## src/rtl/freq_meas_pkg.sv

```systemverilog
// Shared constants, FSM state encoding and per-state bus helpers for the
// frequency-counter measurement sequencer.
package freq_meas_pkg;

  typedef enum logic [3:0] {
    S_IDLE = 4'd0,
    S_CLR  = 4'd1,
    S_ARM  = 4'd2,
    S_POLL = 4'd3,
    S_GAP  = 4'd4,
    S_RD_C = 4'd5,
    S_RD_F = 4'd6,
    S_ACKN = 4'd7,
    S_PUSH = 4'd8
  } state_t;

  localparam logic [31:0] CTRL_ADDR   = 32'h8;
  localparam logic [31:0] COARSE_ADDR = 32'h9;
  localparam logic [31:0] FINE_ADDR   = 32'hA;

  localparam int unsigned CTRL_START = 7;
  localparam int unsigned CTRL_DONE  = 6;
  localparam int unsigned CTRL_RST   = 0;

  localparam logic [31:0] CTRL_WR_RST = 32'd1 << CTRL_RST;
  localparam logic [31:0] CTRL_WR_ARM = 32'd1 << CTRL_START;

  // Slave address used by each bus state.
  function automatic logic [31:0] bus_addr(input state_t s);
    case (s)
      S_RD_C:  return COARSE_ADDR;
      S_RD_F:  return FINE_ADDR;
      default: return CTRL_ADDR;
    endcase
  endfunction

  // Bus states that write the control register.
  function automatic logic bus_we(input state_t s);
    return (s == S_CLR) || (s == S_ARM) || (s == S_ACKN);
  endfunction

  // Control-register value written by each write state.
  function automatic logic [31:0] bus_wdata(input state_t s);
    case (s)
      S_CLR:   return CTRL_WR_RST;
      S_ARM:   return CTRL_WR_ARM;
      default: return '0;
    endcase
  endfunction

endpackage

```

## src/rtl/meas_result_fifo.sv

```systemverilog
// First-word fall-through FIFO holding {coarse, fine} count pairs.
module meas_result_fifo #(
  parameter int unsigned DEPTH = 4
)(
  input  logic                           clk,
  input  logic                           rst_n,
  input  logic                           push,
  input  logic [63:0]                    push_data,
  input  logic                           pop_req,
  output logic                           valid,
  output logic [63:0]                    head,
  output logic                           full,
  output logic [$clog2(DEPTH+1)-1:0]     level
);

  localparam int unsigned PW = $clog2(DEPTH);
  localparam int unsigned LW = $clog2(DEPTH+1);

  logic [63:0]   mem [DEPTH];
  logic [PW-1:0] wr_ptr;
  logic [PW-1:0] rd_ptr;
  logic          do_push;
  logic          do_pop;

  assign valid   = (level != '0);
  assign full    = (level == LW'(DEPTH));
  assign do_pop  = pop_req && valid;
  // A pop in the same cycle frees a slot, so a full FIFO still takes the push.
  assign do_push = push && (!full || do_pop);
  assign head    = valid ? mem[rd_ptr] : '0;

  // Pointers wrap naturally because DEPTH is a power of two.
  always_ff @(posedge clk or negedge rst_n) begin
    if (!rst_n) begin
      wr_ptr <= '0;
      rd_ptr <= '0;
      level  <= '0;
    end else begin
      if (do_push) wr_ptr <= wr_ptr + 1'b1;
      if (do_pop)  rd_ptr <= rd_ptr + 1'b1;
      if (do_push && !do_pop)      level <= level + 1'b1;
      else if (do_pop && !do_push) level <= level - 1'b1;
    end
  end

  // Storage array, written only on an accepted push.
  always_ff @(posedge clk) begin
    if (do_push) mem[wr_ptr] <= push_data;
  end

endmodule

```

## src/rtl/freq_meas_sequencer.sv

```systemverilog
// Wishbone master that drives complete vernier measurements on the frequency
// counter and queues the resulting count pairs for the control unit.
module freq_meas_sequencer
  import freq_meas_pkg::*;
#(
  parameter int unsigned FIFO_DEPTH   = 4,
  parameter int unsigned POLL_GAP     = 8,
  parameter logic [31:0] MEAS_TIMEOUT = 32'd1_000_000,
  parameter int unsigned BUS_TIMEOUT  = 16
)(
  input  logic                              clk_i,
  input  logic                              ext_rst_i,
  input  logic                              start_i,
  input  logic                              stop_i,
  input  logic                              continuous_i,
  input  logic                              clear_flags_i,
  output logic [31:0]                       wb_adr_o,
  output logic [31:0]                       wb_dat_o,
  input  logic [31:0]                       wb_dat_i,
  output logic                              wb_we_o,
  output logic [3:0]                        wb_sel_o,
  output logic                              wb_cyc_o,
  output logic                              wb_stb_o,
  input  logic                              wb_ack_i,
  output logic                              res_valid_o,
  input  logic                              res_ready_i,
  output logic [31:0]                       res_coarse_o,
  output logic [31:0]                       res_fine_o,
  output logic [$clog2(FIFO_DEPTH+1)-1:0]   fifo_level_o,
  output logic                              busy_o,
  output logic                              timeout_o,
  output logic                              bus_err_o,
  output logic                              overflow_o,
  output logic [3:0]                        state_o
);

  localparam int unsigned BT_W = $clog2(BUS_TIMEOUT+1);
  localparam int unsigned GP_W = $clog2(POLL_GAP+1);
  localparam logic [BT_W-1:0] BT_LAST  = BT_W'(BUS_TIMEOUT-1);
  localparam logic [GP_W-1:0] GAP_LAST = GP_W'(POLL_GAP-1);

  state_t          state;
  logic [BT_W-1:0] stb_cnt;
  logic [GP_W-1:0] gap_cnt;
  logic [31:0]     poll_cnt;
  logic [31:0]     poll_inc;
  logic            cont;
  logic            stop_pend;
  logic            abort;
  logic [31:0]     coarse;
  logic [31:0]     fine;
  logic            fifo_full;
  logic            pop;
  logic [63:0]     head;

  assign state_o      = state;
  assign busy_o       = (state != S_IDLE);
  assign pop          = res_ready_i && res_valid_o;
  assign res_coarse_o = head[63:32];
  assign res_fine_o   = head[31:0];

  // Saturating next value of the poll counter.
  always_comb begin
    poll_inc = poll_cnt;
    if (poll_cnt != '1) poll_inc = poll_cnt + 32'd1;
  end

  // Sequencer FSM with registered Wishbone outputs and sticky flags.
  always_ff @(posedge clk_i or negedge ext_rst_i) begin
    if (!ext_rst_i) begin
      state     <= S_IDLE;
      wb_cyc_o  <= 1'b0;
      wb_stb_o  <= 1'b0;
      wb_we_o   <= 1'b0;
      wb_sel_o  <= '0;
      wb_adr_o  <= '0;
      wb_dat_o  <= '0;
      stb_cnt   <= '0;
      gap_cnt   <= '0;
      poll_cnt  <= '0;
      cont      <= 1'b0;
      stop_pend <= 1'b0;
      abort     <= 1'b0;
      coarse    <= '0;
      fine      <= '0;
      timeout_o <= 1'b0;
      bus_err_o <= 1'b0;
      overflow_o <= 1'b0;
    end else begin
      // Clear first so that a set later in this cycle takes priority.
      if (clear_flags_i) begin
        timeout_o  <= 1'b0;
        bus_err_o  <= 1'b0;
        overflow_o <= 1'b0;
      end
      if (stop_i && state != S_IDLE) stop_pend <= 1'b1;

      case (state)
        S_IDLE: begin
          stop_pend <= 1'b0;
          abort     <= 1'b0;
          if (start_i) begin
            cont  <= continuous_i;
            state <= S_CLR;
          end
        end

        S_CLR, S_ARM, S_POLL, S_RD_C, S_RD_F, S_ACKN: begin
          if (!wb_stb_o) begin
            wb_cyc_o <= 1'b1;
            wb_stb_o <= 1'b1;
            wb_sel_o <= '1;
            wb_adr_o <= bus_addr(state);
            wb_we_o  <= bus_we(state);
            wb_dat_o <= bus_wdata(state);
            stb_cnt  <= '0;
          // stb_cnt == 0 marks the first strobe cycle, where ack may be stale.
          end else if (stb_cnt != '0 && wb_ack_i) begin
            wb_cyc_o <= 1'b0;
            wb_stb_o <= 1'b0;
            wb_sel_o <= '0;
            wb_adr_o <= '0;
            wb_we_o  <= 1'b0;
            wb_dat_o <= '0;
            case (state)
              S_CLR: begin
                if (abort) begin
                  abort     <= 1'b0;
                  stop_pend <= 1'b0;
                  state     <= S_IDLE;
                end else begin
                  state <= S_ARM;
                end
              end
              S_ARM: begin
                poll_cnt <= '0;
                state    <= S_POLL;
              end
              S_POLL: begin
                if (wb_dat_i[CTRL_DONE]) begin
                  state <= S_RD_C;
                end else begin
                  poll_cnt <= poll_inc;
                  if (poll_inc >= MEAS_TIMEOUT) begin
                    timeout_o <= 1'b1;
                    abort     <= 1'b1;
                    state     <= S_CLR;
                  end else begin
                    gap_cnt <= '0;
                    state   <= S_GAP;
                  end
                end
              end
              S_RD_C: begin
                coarse <= wb_dat_i;
                state  <= S_RD_F;
              end
              S_RD_F: begin
                fine  <= wb_dat_i;
                state <= S_ACKN;
              end
              default: state <= S_PUSH;
            endcase
          end else if (stb_cnt == BT_LAST) begin
            wb_cyc_o  <= 1'b0;
            wb_stb_o  <= 1'b0;
            wb_sel_o  <= '0;
            wb_adr_o  <= '0;
            wb_we_o   <= 1'b0;
            wb_dat_o  <= '0;
            bus_err_o <= 1'b1;
            abort     <= 1'b0;
            stop_pend <= 1'b0;
            state     <= S_IDLE;
          end else begin
            stb_cnt <= stb_cnt + 1'b1;
          end
        end

        S_GAP: begin
          if (gap_cnt == GAP_LAST) state <= S_POLL;
          else gap_cnt <= gap_cnt + 1'b1;
        end

        S_PUSH: begin
          if (fifo_full && !pop) overflow_o <= 1'b1;
          if (cont && !stop_pend && !stop_i) begin
            state <= S_CLR;
          end else begin
            stop_pend <= 1'b0;
            state     <= S_IDLE;
          end
        end

        default: state <= S_IDLE;
      endcase
    end
  end

  meas_result_fifo #(
    .DEPTH (FIFO_DEPTH)
  ) u_fifo (
    .clk       (clk_i),
    .rst_n     (ext_rst_i),
    .push      (state == S_PUSH),
    .push_data ({coarse, fine}),
    .pop_req   (res_ready_i),
    .valid     (res_valid_o),
    .head      (head),
    .full      (fifo_full),
    .level     (fifo_level_o)
  );

endmodule

```

## config.mk

```make
export PLATFORM = sky130hd
export DESIGN_NAME = freq_meas_sequencer
export DESIGN_NICKNAME = d
export VERILOG_FILES = /design/src/rtl/freq_meas_pkg.sv /design/src/rtl/meas_result_fifo.sv /design/src/rtl/freq_meas_sequencer.sv
export SDC_FILE = /design/constraint.sdc
export NUM_CORES = 1
export LEC_CHECK = 0
export CAP_MARGIN = 20
export CORE_ASPECT_RATIO = 0.5
export CORE_MARGIN = 2
export CORE_UTILIZATION = 51
export DETAILED_ROUTE_END_ITERATION = 8
export MAX_ROUTING_LAYER = met4
export PLACE_DENSITY = 0.8
export SLEW_MARGIN = 20
export SYNTH_ARGS = -nofsm -noshare
export SYNTH_HDL_FRONTEND = slang
export SYNTH_SLANG_ARGS = --single-unit
```

## constraint.sdc

```tcl
create_clock -name clk_i -period 3.3 [get_ports clk_i]
set_clock_uncertainty 0.2 [all_clocks]
set_input_delay 0.495 -clock clk_i [delete_from_list [all_inputs] [get_ports clk_i]]
set_output_delay 0.495 -clock clk_i [all_outputs]
set_load 0.02 [all_outputs]
```

==> results.txt, run 1 <==
The flow ran to the end, and the final reports show no timing, DRC or antenna violations. The I/O pin total came out at 187. The area taken by flip-flops and latches came out at 10900 um2. The number of clock buffers inserted by TritonCTS is 35. The maximum root-to-sink buffer count is 3. The global-route total usage across every layer came out at 23.5%. The largest voltage drop on the vdd net is 0.361 mV. The number of different library cells used by synthesis comes to 68. The register-to-register path setup slack is 0.07 ns. The global-route congestion overflow total came out at 0. The synthesis warning total came out at 0. The relative slew slack is 54.1%. The vertical die dimension came out at 132 um. The placeable core area came out at 32000 um2. The critical path goes through or3_2 -> buf_4 -> and2_1 -> clkdlybuf4s50_1. The area added between synthesis and finish is 21.4%. For the pin with the worst max-slew slack, the measured transition is 0.684 ns. The total count of max-transition violations in the final report is 0. The H-tree level count is 2. The cell with the largest stage delay on the worst path is sky130_fd_sc_hd__clkdlybuf4s50_1. For this block, the initial DRC count from the detailed router was 798. Synthesis produced a netlist whose cell count is 1115. The shortest period the worst path allows is 3.24 ns. The combined buffer and inverter count along the critical path is 2.

The total instance count after detailed placement came out at 1694. The remaining antenna violation count came out at 0. The number of synthesized register bits is 385.

The critical path is of the reg2out type. After synthesis the cells add up to 16800 um2. Timing would allow up to 308 MHz.

The required time at the worst-slack endpoint came out at 2.60 ns. The final sum of negative setup slack is 0 ns. The final standard cell count with taps included and fillers excluded came out at 1775. In the synthesized netlist the async set-or-reset flop fraction comes to 33.5%. STA classifies the critical path startpoint as a flop. The library cell used most frequently in the layout, excluding fill and tap cells, is sky130_fd_sc_hd__edfxtp_1. The post-synthesis area per instance came out at 15.0 um2. The wire length of the first global-routing pass is 60500 um.

TritonCTS built the clock tree. The footprint of the multi-input gates is 5380 um2. The vias per cell is 5.69. The register area share after synthesis came out at 65.1%.

By area, the combinational part of the netlist is dominated by multiplexers. In the final design database the tool counted 1367 nets. The clock latency on the worst-skew pair came out at 0.54 ns. The number of iterations in the first detailed-routing pass is 5. The cell sitting at the root of the clock tree is a sky130_fd_sc_hd__clkbuf_16. The setup-violating endpoint count in the final report is 0. The synthesized netlist devotes 5.46% of its cell area to compound gates. The global placer's final weighted congestion is 0.869.

The initial antenna violation count came to 1. STA classifies the critical path endpoint as an output pin. In this run the power density over the cells is 618 nW/um2.

The basic-gate share of the synthesized area counting and, or, nand and nor cells is 9.32%. The synthesized design contains 256 enable-type register cells. The number of filler instances in the final layout is 2241. The depth of the worst register-to-register path came out at 14. The final cycle utilization of the critical path came out at 98.3%. The worst register-to-register path ends at state_o[2]$_DFFE_PN0P_. Setup repair after global routing could not meet its margin everywhere. The detailed-route wire length is 39100 um.

The initialized floorplan defines 46 standard-cell rows. Data arrives at the worst endpoint at 2.55 ns. In this run the most critical hold path is launched from fine[15]$_DFFE_PN0P_. The via count of the first global-routing pass is 10500. The clock edge transition at the registers on the reported setup and hold paths came out at 0.06 ns. The worst hold path belongs to the class reg2reg.

The clock net sink count came out at 385. The number of stages on the worst hold path came out at 0. Summing the areas of all xor and xnor instances in the mapped netlist gives 1.15% of the synthesized area. The average wire per cell in the routed design is 22.1 um. Of all nets on the critical path, the largest fanout is 29. The routed layout has 10100 vias. The HPWL after detailed placement is 24200 um. The pin count of the biggest net entering global routing is 69. In this design, the largest share of critical-path delay is due to buffers and inverters. Of the post-synthesis cell area, the part taken by muxes is 13.2%. In the layout the commonest cells are 256 x sky130_fd_sc_hd__edfxtp_1, 123 x sky130_fd_sc_hd__dfrtp_1, 120 x sky130_fd_sc_hd__clkdlybuf4s50_1, 82 x sky130_fd_sc_hd__buf_4, 72 x sky130_fd_sc_hd__and2_1.

The count of max-cap constraint violations is 0. The starting density of the core came out at 52.4%. The adder-cell share of the synthesized area is 0.866%.

The critical register-to-register path startpoint is poll_cnt[1]$_DFFE_PN0P_. The peak per-stage delay on the critical path came out at 0.61 ns. The number of remaining DRC errors came out at 0. The die area is 34400 um2. For this run, the leading register cell type out of synthesis is sky130_fd_sc_hd__edfxtp_1. The die is 260 um wide. Of the cells placed in the final design, the portion with a size suffix greater than 1 is 24.1%. The end point of the worst hold path is u_fifo.mem[0][15]$_DFFE_PP_.

The number of hold violations in the final report is 0. In this run the static leakage power is 8.40 nW. The count of buffers from port buffering came out at 127.
-- state kept, by name (all words and copies together) (netlist names), 2 cells and up --
name,count
stb_cnt,5
wb_adr_o,2
fine,32
u_fifo.wr_ptr,2
poll_cnt,32
u_fifo.mem,256
wb_dat_o,2
u_fifo.rd_ptr,2
coarse,32
gap_cnt,4
state_o,4
u_fifo.level,3
-- synth_stat cells, types with 6 or more instances --
master	number	share of area (%)
sky130_fd_sc_hd__mux4_2	64	8.6
sky130_fd_sc_hd__nand4_1	25	0.93
sky130_fd_sc_hd__nand3_1	23	0.69
sky130_fd_sc_hd__a31oi_1	7	0.26
sky130_fd_sc_hd__buf_4	65	2.9
sky130_fd_sc_hd__o21ai_0	56	1.7
sky130_fd_sc_hd__mux2_2	66	4.4
sky130_fd_sc_hd__buf_1	15	0.34
sky130_fd_sc_hd__o31ai_1	11	0.49
sky130_fd_sc_hd__and3_1	10	0.37
sky130_fd_sc_hd__dfrtp_1	129	19
sky130_fd_sc_hd__a21o_1	6	0.27
sky130_fd_sc_hd__edfxtp_1	256	46
sky130_fd_sc_hd__xnor2_1	11	0.57
sky130_fd_sc_hd__nor2_1	44	0.99
sky130_fd_sc_hd__and4_1	7	0.37
sky130_fd_sc_hd__and2_1	76	2.8
sky130_fd_sc_hd__nor4_1	7	0.26
sky130_fd_sc_hd__or3_1	7	0.26
sky130_fd_sc_hd__clkbuf_1	35	0.78
sky130_fd_sc_hd__nor3_1	12	0.36
sky130_fd_sc_hd__a21oi_1	19	0.57
sky130_fd_sc_hd__xor2_1	11	0.57
sky130_fd_sc_hd__buf_2	12	0.36
sky130_fd_sc_hd__nand2_1	42	0.94
sky130_fd_sc_hd__ha_1	10	0.75
sky130_fd_sc_hd__inv_1	20	0.45
-- per-layer routing --
layer,vias up,part of all wire (%),GRT usage (%)
met3,69,4.4,3.63
met4,0,2.7,7.30
met2,279,52,40.1
li1,4505,-,-
met1,5242,41,29.1
met5,-,0,-
-- per-stage QoR --
step | setup WS, ns | power [mW] | hold slack [ns] | area, um2 | utilization [%]
2_1_floorplan | 0.177 | 7.51 | -0.000591 | 17000 | -
3_3_place_gp | -0.0245 | 8.54 | 0.269 | 19000 | 59.3
3_5_place_dp | -0.116 | 8.63 | 0.291 | 19000 | 59.3
4_1_cts | 0.00860 | 12.6 | 0.304 | 20100 | 62.9
5_1_grt | -0.105 | 13.0 | 0.328 | 20300 | 63.6
6_report | 0.0552 | 12.6 | 0.305 | 20300 | 63.6
-- how the worst max path moves through the flow --
stage	from	endpoint	slack, ns	cells after the start
2_1_floorplan	poll_cnt[0]$_DFFE_PN0P_	abort$_DFFE_PN0P_	0.18	10
3_3_place_gp	poll_cnt[0]$_DFFE_PN0P_	gap_cnt[3]$_DFFE_PN0P_	-0.02	12
3_5_place_dp	poll_cnt[0]$_DFFE_PN0P_	gap_cnt[3]$_DFFE_PN0P_	-0.12	12
4_1_cts	poll_cnt[1]$_DFFE_PN0P_	gap_cnt[3]$_DFFE_PN0P_	0.009	13
5_1_grt	poll_cnt[1]$_DFFE_PN0P_	state_o[2]$_DFFE_PN0P_	-0.11	15
6_report	u_fifo.level[0]$_DFFE_PN0P_	res_fine_o[2]	0.06	4
-- report_power, final --
part	switching (mW)	internal (mW)	total (mW)
Combinational	1.57	1.42	2.98
Sequential	0.302	5.36	5.66
Clock	1.77	2.16	3.92
Total	3.63	8.93	12.6
-- cell type report --
type / count / area share (%)
clock inverters: 13 / 0.560
flip-flops and latches: 385 / 53.7
inverters: 20 / 0.369
clock buffers: 50 / 4.78
repair buffers: 233 / 11.5
multi-input cells: 641 / 26.5
diodes: 1 / 0.0123
well taps: 432 / 2.66
-- cell families after synthesis --
| group | after synthesis |
|---|---|
| mux | 133 |
| compound gates | 139 |
| buf+inv | 147 |
| flops | 385 |
| xor+xnor | 22 |
| simple gates | 277 |
| other cells | 1 |
| fa+ha+maj | 11 |
-- what timing repair did --
| item | in CTS | in global routing |
|---|---|---|
| gates cloned | 0 | 0 |
| endpoints found under the hold margin | 66 | 0 |
| hold buffers | 1 | 0 |
| endpoints found under the setup margin | 59 | 16 |
| pin swaps | 4 | 19 |
| setup buffers | 7 | 9 |
| resized for setup | 5 | 33 |
No activity file was read; power rests on OpenSTA's default activity.
==> inputs of run 2 (changes only) <==
--- a/config.mk
+++ b/config.mk
@@ -8,10 +8,11 @@
 export CAP_MARGIN = 20
 export CORE_ASPECT_RATIO = 0.5
 export CORE_MARGIN = 2
-export CORE_UTILIZATION = 51
+export CORE_UTILIZATION = 52
 export DETAILED_ROUTE_END_ITERATION = 8
 export MAX_ROUTING_LAYER = met4
-export PLACE_DENSITY = 0.8
+export PLACE_DENSITY = 0.79
+export SKIP_LAST_GASP = 1
 export SLEW_MARGIN = 20
 export SYNTH_ARGS = -nofsm -noshare
 export SYNTH_HDL_FRONTEND = slang
==> constraint.sdc (replaced) <==
create_clock -name clk_i -period 3.2 [get_ports clk_i]
set_clock_uncertainty 0.2 [all_clocks]
set_input_delay 0.48 -clock clk_i [delete_from_list [all_inputs] [get_ports clk_i]]
set_output_delay 0.48 -clock clk_i [all_outputs]
set_load 0.02 [all_outputs]
==> results.txt, run 2 (same netlist as run 1, synthesis figures left out) <==
The run finished with clean final reports. Of all nets on the critical path, the largest fanout is 67. The required time at the worst-slack endpoint is 2.52 ns. The die covers 33800 um2. The net count of the finished layout came out at 1380.

The reported net switching power came out at 3.74 mW. The power consumption came out at 13.0 mW. The I/O pin total came out at 187.

The actual transition at the worst max-transition pin is 0.671 ns. The leakage power is 8.85 nW. The number of iterations in the first detailed-routing pass came out at 5. The global placer's final weighted congestion is 0.860. The starting density of the core is 52.8%. The depth of the worst register-to-register path came out at 10.

More flip-flops sit in one register than any other, and that register is u_fifo.mem. The initial antenna violation count is 2. The global-route met2 utilization is 40.2%.

The H-tree generated during clock tree synthesis spans 2 levels. The clock net sink count came out at 385. The switching portion of total power is 28.7%. The area added between synthesis and finish is 21.8%. The global-route congestion overflow total came out at 0. The part of the total power dissipated in combinational logic is 24.6%. The maximum root-to-sink buffer count is 3.

The clock edge transition at the registers on the reported setup and hold paths is 0.06 ns. For this run, design rule violations remaining after detail routing come to 0. Summed over all nets, the half-perimeter wirelength after detailed placement is 23500 um. The sequential fraction of design power came out at 44.6%. The met1 routing resource usage after global routing is 26.9%. The worst pin sits at a relative slew slack of 55.3%. For hold timing, the worst endpoint is wb_adr_o[0]$_DFFE_PN0P_. The nature of the critical path endpoint is an output pin. STA classifies the critical path startpoint as a flop. Once placement finished, the instance area stood at 19000 um2. The die is 258 um wide.

The kind of path behind the tightest hold check is reg2reg. For this run, global-route usage on met3 was measured as 3.26%. The register with the most flip-flops in the layout has 256 of them.

The via count of the first global-routing pass is 10400. The fraction of the core area covered by cells at the end of the flow is 64.4%. The global routing stage identified its most utilized layer as met2.

The worst-case hold slack is 0.291 ns. The tree is rooted in a sky130_fd_sc_hd__clkbuf_16. The placeable core area is 31700 um2.

The average wire per cell in the routed design is 20.8 um. The TritonCTS clock tree is built. The number of hold violations in the final report is 0. The detailed-route wire length is 37200 um.

The portion of total power attributed to the clock network is 30.8%. Setup repair after global routing could not meet its margin everywhere. The share of final-layout standard cells stronger than drive strength 1 is 24.9%. Counting the buffers created by CTS gives 35. The maximum clock frequency is 319 MHz. In the layout the commonest cells are 256 x sky130_fd_sc_hd__edfxtp_1, 123 x sky130_fd_sc_hd__dfrtp_1, 98 x sky130_fd_sc_hd__buf_4, 82 x sky130_fd_sc_hd__clkdlybuf4s50_1, 72 x sky130_fd_sc_hd__and2_1. The vias per cell came out at 5.67. The number of stages on the worst hold path is 1. The finished layout cell area is 20400 um2. The count of buffers from port buffering came out at 127.

The first global-routing pass estimated 56800 um of wire. The final route contains 10100 vias. The worst setup path is of the reg2out kind. Dividing the final minimum period by the clock period gives 98.0%. The total count of max-transition violations in the final report came out at 0. In this run the critical register-to-register path is launched from poll_cnt[12]$_DFFE_PN0P_. The shortest period the worst path allows came out at 3.13 ns.

The power density over the cells came out at 639 nW/um2. The remaining antenna violation count came out at 0. The start point of the worst min-delay path is wb_adr_o[0]$_DFFE_PN0P_. Max-cap violations in this run came to 0.

The global-route total usage across every layer is 22.4%. The vertical die dimension came out at 131 um. The internal power summed over all cells is 9.30 mW. In this run, the number of DRC markers left after iteration 0 of detailed routing was 655. Fill cells in the final layout number 2206. The number of standard-cell rows in the floorplan came out at 46.

Leaving out fill and tap cells, the most frequent cell in the layout is sky130_fd_sc_hd__edfxtp_1. The register-to-register path setup slack came out at 0.12 ns. The largest voltage drop on the vdd net came out at 0.328 mV. Entering global routing, the biggest net connects 68 pins. The setup-violating endpoint count in the final report came out at 0. The critical path data arrival time came out at 2.45 ns. The destination of the worst register-to-register timing path is abort$_DFFE_PN0P_. The later pin in the worst-skew pair is clocked with a latency of 0.52 ns.
## run 2: worst max-delay path, cell delays in order, from the launching register on
cell and delay (ns):
sky130_fd_sc_hd__dfrtp_1 0.45, sky130_fd_sc_hd__or3_2 0.51, sky130_fd_sc_hd__buf_12 0.21, sky130_fd_sc_hd__and2_1 0.19, sky130_fd_sc_hd__clkdlybuf4s50_1 0.54
## run 2: timing repair
item / 4_1_cts / 5_1_grt
hold endpoints to repair: 62 / 0
gates cloned: 0 / 1
hold buffers: 1 / 0
buffers inserted: 2 / 20
endpoints found under the setup margin: 62 / 45
pin swaps: 4 / 12
resized for setup: 27 / 40
## run 2: worst max path at each step
stage	startpoint	endpoint	slack, ns	cells past startpoint
floorplan	poll_cnt[0]$_DFFE_PN0P_	abort$_DFFE_PN0P_	0.08	10
global placement	poll_cnt[10]$_DFFE_PN0P_	gap_cnt[3]$_DFFE_PN0P_	-0.03	10
detailed placement	poll_cnt[10]$_DFFE_PN0P_	gap_cnt[3]$_DFFE_PN0P_	-0.09	10
CTS	u_fifo.rd_ptr[0]$_DFFE_PN0P_	res_coarse_o[25]	-0.06	4
global route	poll_cnt[13]$_DFFE_PN0P_	gap_cnt[3]$_DFFE_PN0P_	-0.06	11
finish	u_fifo.level[0]$_DFFE_PN0P_	res_fine_o[4]	0.07	4
## run 2: through the flow
step | setup slack (ns) | instances | setup TNS, ns
after detailed placement | -0.0894 | 1700 | -0.246
after global placement | -0.0304 | 1700 | -0.0382
after global routing | -0.0601 | 1787 | -0.120
after CTS | -0.0612 | 1764 | -0.537
after floorplan | 0.0766 | 1173 | 0
final | 0.0655 | 1787 | 0
## run 2: layout make-up
cell class | count | area (um2) | share of cell area, %
flip-flops and latches | 385 | 10900 | 53.5
diodes | 2 | 5.00 | 0.0245
well taps | 432 | 541 | 2.65
repair buffers | 246 | 2440 | 12.0
inverters | 20 | 75.1 | 0.368
clock buffers | 45 | 953 | 4.67
clock inverters | 16 | 131 | 0.643
multi-input cells | 641 | 5340 | 26.2
## run 2: per-layer routing
| metal | vias up | wire length, um |
|---|---|---|
| met3 | 72 | 1770 |
| met2 | 307 | 19800 |
| met4 | 0 | 816 |
| met5 | - | 0 |
| met1 | 5216 | 14900 |
| li1 | 4538 | - |
## run 2: power groups by stage
stage          clock network, mW  logic, mW  registers (mW)
5_1_grt                     4.28       3.45            5.84
3_5_place_dp                   0       2.98            5.94
4_1_cts                     4.10       3.02            5.81
3_3_place_gp                   0       2.92            5.91
6_report                    4.02       3.21            5.81
2_1_floorplan                  0       1.91            5.84
